**src/rtl/uart_msg_sender.sv**
```systemverilog
// uart_msg_sender: sends a programmable-length message buffer byte by byte to a UART TX core. Optional CR/LF suffix is enabled by the macro UART_MSG_CRLF_EN.
module uart_msg_sender #(
    parameter int DATA_W = 8,
    parameter int DEPTH  = 16,
    parameter int ADDR_W = 4
) (
    input  logic              clk,
    input  logic              reset,
    input  logic              wr_en,
    input  logic [ADDR_W-1:0] wr_addr,
    input  logic [DATA_W-1:0] wr_data,
    input  logic              len_we,
    input  logic [ADDR_W:0]   len_in,
    input  logic              start,
    input  logic              abort,
    input  logic              tx_busy,
    output logic              tx_start,
    output logic [DATA_W-1:0] tx_data,
    output logic              busy,
    output logic              done,
    output logic [ADDR_W-1:0] byte_idx
);
    typedef enum logic [2:0] {IDLE, ISSUE, WAIT_BUSY, WAIT_DONE, FINISH} state_t;
`ifdef UART_MSG_CRLF_EN
    localparam bit CRLF = 1'b1;
`else
    localparam bit CRLF = 1'b0;
`endif
    localparam logic [ADDR_W:0] LEN_MAX = (ADDR_W+1)'(DEPTH);
    state_t              state_q, state_d;
    logic [ADDR_W-1:0]   idx_q, idx_d;
    logic [ADDR_W:0]     len_q, len_d;
    logic [1:0]          sfx_q, sfx_d;
    logic [DATA_W-1:0]   mem_q [DEPTH];
    logic [DATA_W-1:0]   mem_d [DEPTH];
    logic [DATA_W-1:0]   tx_data_q, tx_data_d;
    logic                tx_start_q, tx_start_d;
    logic                busy_q, busy_d;
    logic                done_q, done_d;
    logic                last;

    function automatic logic [DATA_W-1:0] init_byte(input int i);
        return i == 0 ? DATA_W'(8'h68) : i == 1 ? DATA_W'(8'h65) :
               (i == 2 || i == 3) ? DATA_W'(8'h6C) : i == 4 ? DATA_W'(8'h6F) : '0;
    endfunction

    // next-state: buffer writes in IDLE, message sequencing, suffix phases (sfx 1=CR, 2=LF), abort override
    always_comb begin
        state_d   = state_q;
        idx_d     = idx_q;
        len_d     = len_q;
        sfx_d     = sfx_q;
        mem_d     = mem_q;
        tx_data_d = tx_data_q;
        last      = {1'b0, idx_q} == len_q - (ADDR_W+1)'(1);
        if (abort && state_q != IDLE) begin
            state_d = IDLE;
            idx_d   = '0;
            sfx_d   = '0;
        end else begin
            unique case (state_q)
                IDLE: begin
                    if (wr_en) mem_d[wr_addr] = wr_data;
                    if (len_we) len_d = len_in > LEN_MAX ? LEN_MAX : len_in;
                    if (start && !abort) begin
                        idx_d   = '0;
                        sfx_d   = (len_q == '0 && CRLF) ? 2'd1 : 2'd0;
                        state_d = (len_q != '0 || CRLF) ? ISSUE : FINISH;
                    end
                end
                ISSUE: state_d = WAIT_BUSY;
                WAIT_BUSY: if (tx_busy) state_d = WAIT_DONE;
                WAIT_DONE: begin
                    if (!tx_busy) begin
                        if (sfx_q == 2'd1) begin
                            sfx_d   = 2'd2;
                            state_d = ISSUE;
                        end else if (sfx_q == 2'd2) begin
                            state_d = FINISH;
                        end else if (last) begin
                            sfx_d   = CRLF ? 2'd1 : 2'd0;
                            state_d = CRLF ? ISSUE : FINISH;
                        end else begin
                            idx_d   = idx_q + ADDR_W'(1);
                            state_d = ISSUE;
                        end
                    end
                end
                FINISH: begin
                    state_d = IDLE;
                    sfx_d   = '0;
                end
                default: state_d = IDLE;
            endcase
        end
        if (state_d == FINISH) idx_d = '0;
        if (state_d == ISSUE)
            tx_data_d = sfx_d == 2'd1 ? DATA_W'(8'h0D) : sfx_d == 2'd2 ? DATA_W'(8'h0A) : mem_q[idx_d];
        tx_start_d = state_d == ISSUE;
        done_d     = state_d == FINISH;
        busy_d     = state_d != IDLE;
    end

    // state, buffer and registered outputs; reset restores the "hello" image
    always_ff @(posedge clk) begin
        if (reset) begin
            state_q    <= IDLE;
            idx_q      <= '0;
            len_q      <= (ADDR_W+1)'(5);
            sfx_q      <= '0;
            tx_data_q  <= '0;
            tx_start_q <= 1'b0;
            busy_q     <= 1'b0;
            done_q     <= 1'b0;
            for (int i = 0; i < DEPTH; i++) mem_q[i] <= init_byte(i);
        end else begin
            state_q    <= state_d;
            idx_q      <= idx_d;
            len_q      <= len_d;
            sfx_q      <= sfx_d;
            tx_data_q  <= tx_data_d;
            tx_start_q <= tx_start_d;
            busy_q     <= busy_d;
            done_q     <= done_d;
            mem_q      <= mem_d;
        end
    end

    assign tx_start = tx_start_q;
    assign tx_data  = tx_data_q;
    assign busy     = busy_q;
    assign done     = done_q;
    assign byte_idx = idx_q;
endmodule
```
**config.mk**
```make
export PLATFORM = sky130hd
export DESIGN_NAME = uart_msg_sender
export DESIGN_NICKNAME = d
export VERILOG_FILES = /design/src/rtl/uart_msg_sender.sv
export SDC_FILE = /design/constraint.sdc
export NUM_CORES = 1
export LEC_CHECK = 0
export ABC_AREA = 1
export BUFFER_PORTS_ARGS = -buffer_cell sky130_fd_sc_hd__buf_2
export CORE_MARGIN = 1.5
export CORE_UTILIZATION = 41
export CTS_BUF_LIST = sky130_fd_sc_hd__clkbuf_8 sky130_fd_sc_hd__clkbuf_16
export CTS_CLUSTER_DIAMETER = 50
export CTS_CLUSTER_SIZE = 25
export DETAILED_ROUTE_END_ITERATION = 16
export PLACE_DENSITY = 0.65
export SYNTH_ARGS = -nofsm -noshare
export SYNTH_HDL_FRONTEND = slang
export SYNTH_SLANG_ARGS = --single-unit
```
**constraint.sdc**
```tcl
create_clock -name clk -period 2.9 [get_ports clk]
set_clock_uncertainty 0.15 [all_clocks]
set_input_delay 0.58 -clock clk [delete_from_list [all_inputs] [get_ports clk]]
set_output_delay 0.58 -clock clk [all_outputs]
set_load 0.03 [all_outputs]
```
# Word level (Yosys, flattened, before mapping)
# Cells that the tools add are included.
[op_classes] muxes=33 n_reduce_logical=10 eq_ne=11 bitwise=3 order_cmp=4 n_addsub=2
[op_table] cell="bitwise mux 128 bit" count=1
[op_table] cell="2-to-1 mux 8 bit" count=5
[op_table] cell="binary-select mux 8 bit (select 4 bit)" count=1
[op_table] cell="demux 8 bit (select 4 bit)" count=1
[op_table] cell="2-to-1 mux 4 bit" count=7
[op_table] cell="2-to-1 mux 3 bit" count=8
[op_table] cell="2-to-1 mux 2 bit" count=6
[op_table] cell="one-hot mux 3 bit (4 select lines)" count=1
[op_table] cell="greater-or-equal comparator 5 bit (second input constant)" count=2
[op_table] cell="NOT 4 -> 5 bit" count=2
[op_table] cell="one-hot mux 4 bit (2 select lines)" count=1
[op_table] cell="equality test 3 x 1 -> 1 bit (second input constant)" count=2
[op_table] cell="equality test 3 x 2 -> 1 bit (second input constant)" count=2
[op_table] cell="equality test 3 bit (second input constant)" count=2
[op_table] cell="one-hot mux 2 bit (3 select lines)" count=1
[op_table] cell="AND reduction 3 bit" count=2
[op_table] cell="nonzero test 3 bit" count=2
[op_table] cell="equality test 4 x 5 -> 1 bit" count=1
[op_table] cell="> comparator 5 bit (second input constant)" count=1
[op_table] cell="less-than comparator 5 x 1 -> 1 bit (second input constant)" count=1
[op_table] cell="2-to-1 mux 5 bit" count=1
[op_table] cell="nonzero test 5 bit" count=1
[op_table] cell="subtractor 5 x 1 -> 5 bit (second input constant)" count=1
[op_table] cell="adder 4 x 1 -> 4 bit (second input constant)" count=1
[op_table] cell="6 further kinds" count=10
[word_totals] output_inout_bits=15 elab_cells=87 inputBits=24 ff_bits=153

# Longest topological paths before layout
[depth] word_depth=16 depth_mapped=22 depth_no_buf=22

# Worst setup path after synthesis
# OpenSTA, ideal clock, no wires.
[synth_timing] kind="reg2reg" startpoint="reg len_q[0]" endpoint="reg tx_data_q[3], in the netlist tx_data[3]" path_buffers=2 setup_slack_ps=295 arrival_time_ps=2346 path_stages_with_launch=21 path_cell_list="dfxtp_1 > inv_1 > ha_1 > nand2_1 > inv_1 > nor2_1 > nand3_1 > nor2_2 > nand2_2 > nand3_2 > nand2_1 > a21oi_4 > nand2_4 > buf_6 > buf_6 > o211ai_1 > o211ai_1 > nand3_1 > nand3_1 > nand2_1 > inv_1"
[synth_via] elab_chain_len=16
[synth_rtl] element="start: declaration" line_no="32" rtl="logic [ADDR_W:0] len_q, len_d;"
[synth_rtl] element="start signal: assignment" line_no="109" rtl="len_q <= (ADDR_W+1)'(5);"
[synth_rtl] element="start signal: assignment" line_no="119" rtl="len_q <= len_d;"
[synth_rtl] element="subtractor 5 x 1 -> 5 bit" line_no="55" rtl="last = {1'b0, idx_q} == len_q - (ADDR_W+1)'(1);"
[synth_rtl] element="equality test 4 x 5 -> 1 bit" line_no="55"
[synth_rtl] element="2-to-1 mux 3 bit" line_no="80" rtl="end else if (last) begin"
[synth_rtl] element="2-to-1 mux 3 bit" line_no="78" rtl="end else if (sfx_q == 2'd2) begin"
[synth_rtl] element="2-to-1 mux 3 bit" line_no="75" rtl="if (sfx_q == 2'd1) begin"
[synth_rtl] element="2-to-1 mux 3 bit" line_no="74" rtl="if (!tx_busy) begin"
[synth_rtl] element="one-hot mux 3 bit (4 select lines)" line_no="61" rtl="unique case (state_q)"
[synth_rtl] element="2-to-1 mux 3 bit" line_no="56" rtl="if (abort && state_q != IDLE) begin"
[synth_rtl] element="equality test 3 bit" line_no="96" rtl="if (state_d == FINISH) idx_d = '0;"
[synth_rtl] element="2-to-1 mux 4 bit" line_no="96"
[synth_rtl] element="NOT 4 -> 5 bit (implied by the code)" line_no="98" rtl="tx_data_d = sfx_d == 2'd1 ? DATA_W'(8'h0D) : sfx_d == 2'd2 ? DATA_W'(8'h0A) : mem_q[idx_d];"
[synth_rtl] element="binary-select mux 8 bit (select 4 bit)" line_no="98"
[synth_rtl] element="2-to-1 mux 8 bit (implied by the code) (2 in series)" line_no="98"
[synth_rtl] element="2-to-1 mux 8 bit (2 in series)" line_no="98"
[synth_rtl] element="end signal: assignment" line_no="121" rtl="tx_data_q <= tx_data_d;"
[synth_rtl] element="end: declaration" line_no="36" rtl="logic [DATA_W-1:0] tx_data_q, tx_data_d;"
# Several ways; a longest one is shown, not always the timed one. The select of a mux whose other input is x is not followed.
# A chain may end at the register's enable or synchronous reset.

# Worst setup path after layout
[layout_timing] startpoint="reg len_q[1]" endpoint="reg tx_data_q[6], in the netlist tx_data[6]"
# The elaborated chain is that of the path after synthesis.

==> impl_metrics.csv <==
group,metric,value,unit
outcome,status,"finished clean",
synthesis,synthesis.area,7010,um2
synthesis,post_synth_num_cell_types,31,
grt,global_route.overflow_total,0,
die,fp.dieH,134,um
clock_tree,cts_tree,"yes",
routing,routed_via_density,5.25,
timing,timing_hold_violations_final,0,
die,die_w,134,um
timing,count_of_final_max_slew_check_failures,0,
pwr,seq_power_share,0.436,
critical_path,critPathMaxStageDelay,0.32,ns
die,dieArea,17900,um2
die,core_area,16600,um2
clock_tree,htree_levels,4,
critical_path,critPathSlowestCell,"sky130_fd_sc_hd__dfxtp_2",
routing,antenna_violating_nets_remaining,0,
timing,tightestPinTransition,0.652,ns
clock_tree,cts-buffers-inserted,17,
synthesis,avgSynthCellArea,7.05,um2
timing,achievable-frequency,0.369,GHz
clock_tree,worstSkewPairLatency,0.42,ns
routing,drtPass1Iterations,8,
routing,number_of_drc_markers_in_iteration_0,529,
finish,synthToLayoutAreaGrowth,18.7,%
synthesis,yosysWarnings,0,
synthesis,sequential_to_total_area_share_from_yosys_stat,0.437,
grt,grtUsageTotal,0.224,
pwr,power.switching_fraction,0.243,
job,maxCapViolCount,0,
clock_tree,cts_hold_buffers,0,
grt,gr-usage-met2,0.349,
grt,grt_pass1_vias,6147,
grt,grt_first_pass_wirelength,31600,um
critical_path,crit_path_cell_trace,"inv_2 > ha_4 > nand2_2 > inv_2 > nor2_2 > nand3_1 > nor2_2 > nand2_2 > nand3_2 > nand2_2 > a21oi_4 > nand2_4 > clkbuf_16 > buf_4 > o211ai_1 > nand3_1 > nand3_1 > nand2_1 > nand2_1 > a21oi_1",
critical_path,crit_type,"reg -> reg",
pwr,p_switching,1.23,mW
timing,unrepaired_setup_endpoints_after_global_routing,"true",
place,routabilityCongestion,0.842,
routing,detail_route.wl_per_cell,15.5,um
place,dp_cells,1229,
finish,finish.cell_count_without_fillers,1269,
routing,routed_wirelength,19700,um
finish,final-seq-area,3070,um2
critical_path,critical_path.startpoint_type,"flip-flop",
synthesis,post_synthesis_sequential_element_count,153,
finish,final_nets,1065,
finish,layout.cells.most_common_list,"sky130_fd_sc_hd__nand2_1 (160), sky130_fd_sc_hd__dfxtp_1 (151), sky130_fd_sc_hd__o21ai_0 (121)",
clock_tree,count_of_clock_tree_sinks,153,
critical_path,cp_data_required_time,3.05,ns
grt,grt.met1_usage,0.308,
pwr,p_int,3.83,mW
critical_path,critical_path_sink_type,"flip-flop",
grt,antenna_found_initial,0,
place,place_ws,0.0812,ns
die,rows,47,
clock_tree,cts.clk_slew.worst_paths,0.06,ns
timing,layout_setup_ws,0.192,ns
routing,drt_drc_violations_left,0,
finish,insertedDiodeCount,0,
pwr,relative_contribution_of_the_clock_network_to_total_power,0.462,
timing,totalNegativeSetupSlack,0,ns
timing,post-route-period-util,0.934,
pwr,p_per_area,608,nW/um2
place,dp_hpwl,12800,um
grt,grt-busiest-layer,"met2",
synthesis,mappedNetlistNets,1021,
grt,pin_count_of_the_biggest_net_entering_global_routing,127,
die,effective_utilization_at_floorplan,0.421,
clock_tree,cts_max_path_buffers,2,
timing,timing.final.setup_violations,0,
clock_tree,clockRootBuffer,"sky130_fd_sc_hd__clkbuf_16",
timing,worst_slew_margin_rel,0.565,
finish,multi_input_area,3320,um2
pwr,worst_ir_drop_on_vdd,0.000361,V
grt,globalRouteMet3Util,0.0483,
place,placed_area,7530,um2
synthesis,instance_count_of_the_mapped_netlist,995,
timing,final.min_clock_period,2.71,ns
pwr,power_frac_comb,0.102,
place,placement.io_buffers,38,
min_path,hold_class,"in -> reg",
critical_path,cp.arrival,2.85,ns
timing,worst_hold_slack,0.252,ns
finish,layout_cells_sized_above_1,0.146,
critical_path,worst-path-max-fanout,7,
pwr,p_leak,3.60,nW
routing,detailroute.via_count,6660,
finish,layout.cells.most_common,"sky130_fd_sc_hd__nand2_1",
die,ios,39,
finish,stdcell_area,8320,um2
finish,number_of_fillers_in_the_final_layout,1649,
-- flip-flops by register name, indices dropped and copies added, names as in the netlist --
name      flops
mem_q       128
done          1
state_q       3
tx_data       8
len_q         5
tx_start      1
byte_idx      4
busy          1
sfx_q         2
-- power by group through the flow --
stage          clock, mW  sequential, mW  combinational (mW)
2_1_floorplan          0            2.27               0.309
3_3_place_gp           0            2.25               0.490
3_5_place_dp           0            2.25               0.493
4_1_cts             2.37            2.21               0.495
5_1_grt             2.45            2.21               0.575
6_report            2.34            2.21               0.516
-- Yosys cell counts --
| library cell | number | area share |
|---|---|---|
| sky130_fd_sc_hd__inv_1 | 86 | 0.046 |
| sky130_fd_sc_hd__nor2_8 | 1 | 0.0029 |
| sky130_fd_sc_hd__nor3_1 | 3 | 0.0021 |
| sky130_fd_sc_hd__o21a_1 | 1 | 0.0011 |
| sky130_fd_sc_hd__nand3b_1 | 4 | 0.0043 |
| sky130_fd_sc_hd__a21oi_4 | 1 | 0.0023 |
| sky130_fd_sc_hd__buf_4 | 3 | 0.0032 |
| sky130_fd_sc_hd__a21oi_1 | 102 | 0.073 |
| sky130_fd_sc_hd__nor3_2 | 1 | 0.0014 |
| sky130_fd_sc_hd__clkbuf_1 | 42 | 0.022 |
| sky130_fd_sc_hd__o211ai_1 | 37 | 0.040 |
| sky130_fd_sc_hd__nand2_1 | 163 | 0.087 |
| sky130_fd_sc_hd__dfxtp_1 | 153 | 0.44 |
| sky130_fd_sc_hd__nand2_4 | 2 | 0.0032 |
| sky130_fd_sc_hd__ha_1 | 2 | 0.0036 |
| sky130_fd_sc_hd__clkinv_1 | 3 | 0.0016 |
| sky130_fd_sc_hd__nand2_2 | 4 | 0.0036 |
| sky130_fd_sc_hd__nor2_1 | 104 | 0.056 |
| sky130_fd_sc_hd__nor2_4 | 1 | 0.0016 |
| sky130_fd_sc_hd__a211oi_1 | 2 | 0.0021 |
| sky130_fd_sc_hd__buf_2 | 10 | 0.0071 |
| sky130_fd_sc_hd__o21ai_1 | 7 | 0.0050 |
| sky130_fd_sc_hd__nand3_2 | 2 | 0.0029 |
| sky130_fd_sc_hd__nand4_1 | 3 | 0.0027 |
| sky130_fd_sc_hd__inv_2 | 9 | 0.0048 |
| sky130_fd_sc_hd__a31oi_1 | 1 | 0.00089 |
| sky130_fd_sc_hd__buf_6 | 5 | 0.0080 |
| sky130_fd_sc_hd__o41ai_1 | 1 | 0.0012 |
| sky130_fd_sc_hd__nand3_1 | 117 | 0.084 |
| sky130_fd_sc_hd__o21ai_0 | 121 | 0.086 |
| sky130_fd_sc_hd__nor2_2 | 4 | 0.0036 |
-- critical path, delay by kind of cell, from the launching register on --
kind	cells	cell delay, ns
AND/OR/NAND/NOR	12	1.03
AO/OA/AOI/OAI	3	0.43
buffers and inverters	4	0.41
flip-flops	1	0.32
adder cells (fa/ha/maj)	1	0.23
-- per-stage QoR --
step                utilization  total power [mW]
floorplan                     -              2.58
global placement          0.453              2.74
detailed placement        0.453              2.74
CTS                       0.490              5.07
global route              0.500              5.24
finish                    0.500              5.06
-- final timing paths --
path              from          to  slack [ns]  cells after the start
min reg2reg  mem_q[25]   mem_q[25]        0.30                      2
max reg2reg   len_q[1]  tx_data[6]        0.19                     20
max           len_q[1]  tx_data[6]        0.19                     20
min          len_in[0]    len_q[0]        0.25                      3
-- final cells by class --
class | count | area share
clock inverter | 9 | 0.0177
inverter | 98 | 0.0453
clock buffer | 20 | 0.0561
multi-input combinational | 684 | 0.399
tap | 220 | 0.0331
sequential | 153 | 0.368
timing repair buffer | 85 | 0.0799
-- logic make-up after synthesis --
kind of cell	synth area share
buffers and inverters	0.0933
AO/OA/AOI/OAI	0.211
AND/OR/NAND/NOR	0.255
adder cells (fa/ha/maj)	0.00357
flip-flops	0.437
-- layer usage --
metal,wire length [um],vias to the layer above
met1,9440,3041
li1,-,3405
met5,0,-
met2,8780,191
met3,1160,23
met4,284,0
-- repair_timing --
action | CTS | global route
setup buffers | 0 | 9
endpoints found under the setup margin | 0 | 8
resized for setup | 0 | 21
(Power assumes the default switching activity.)
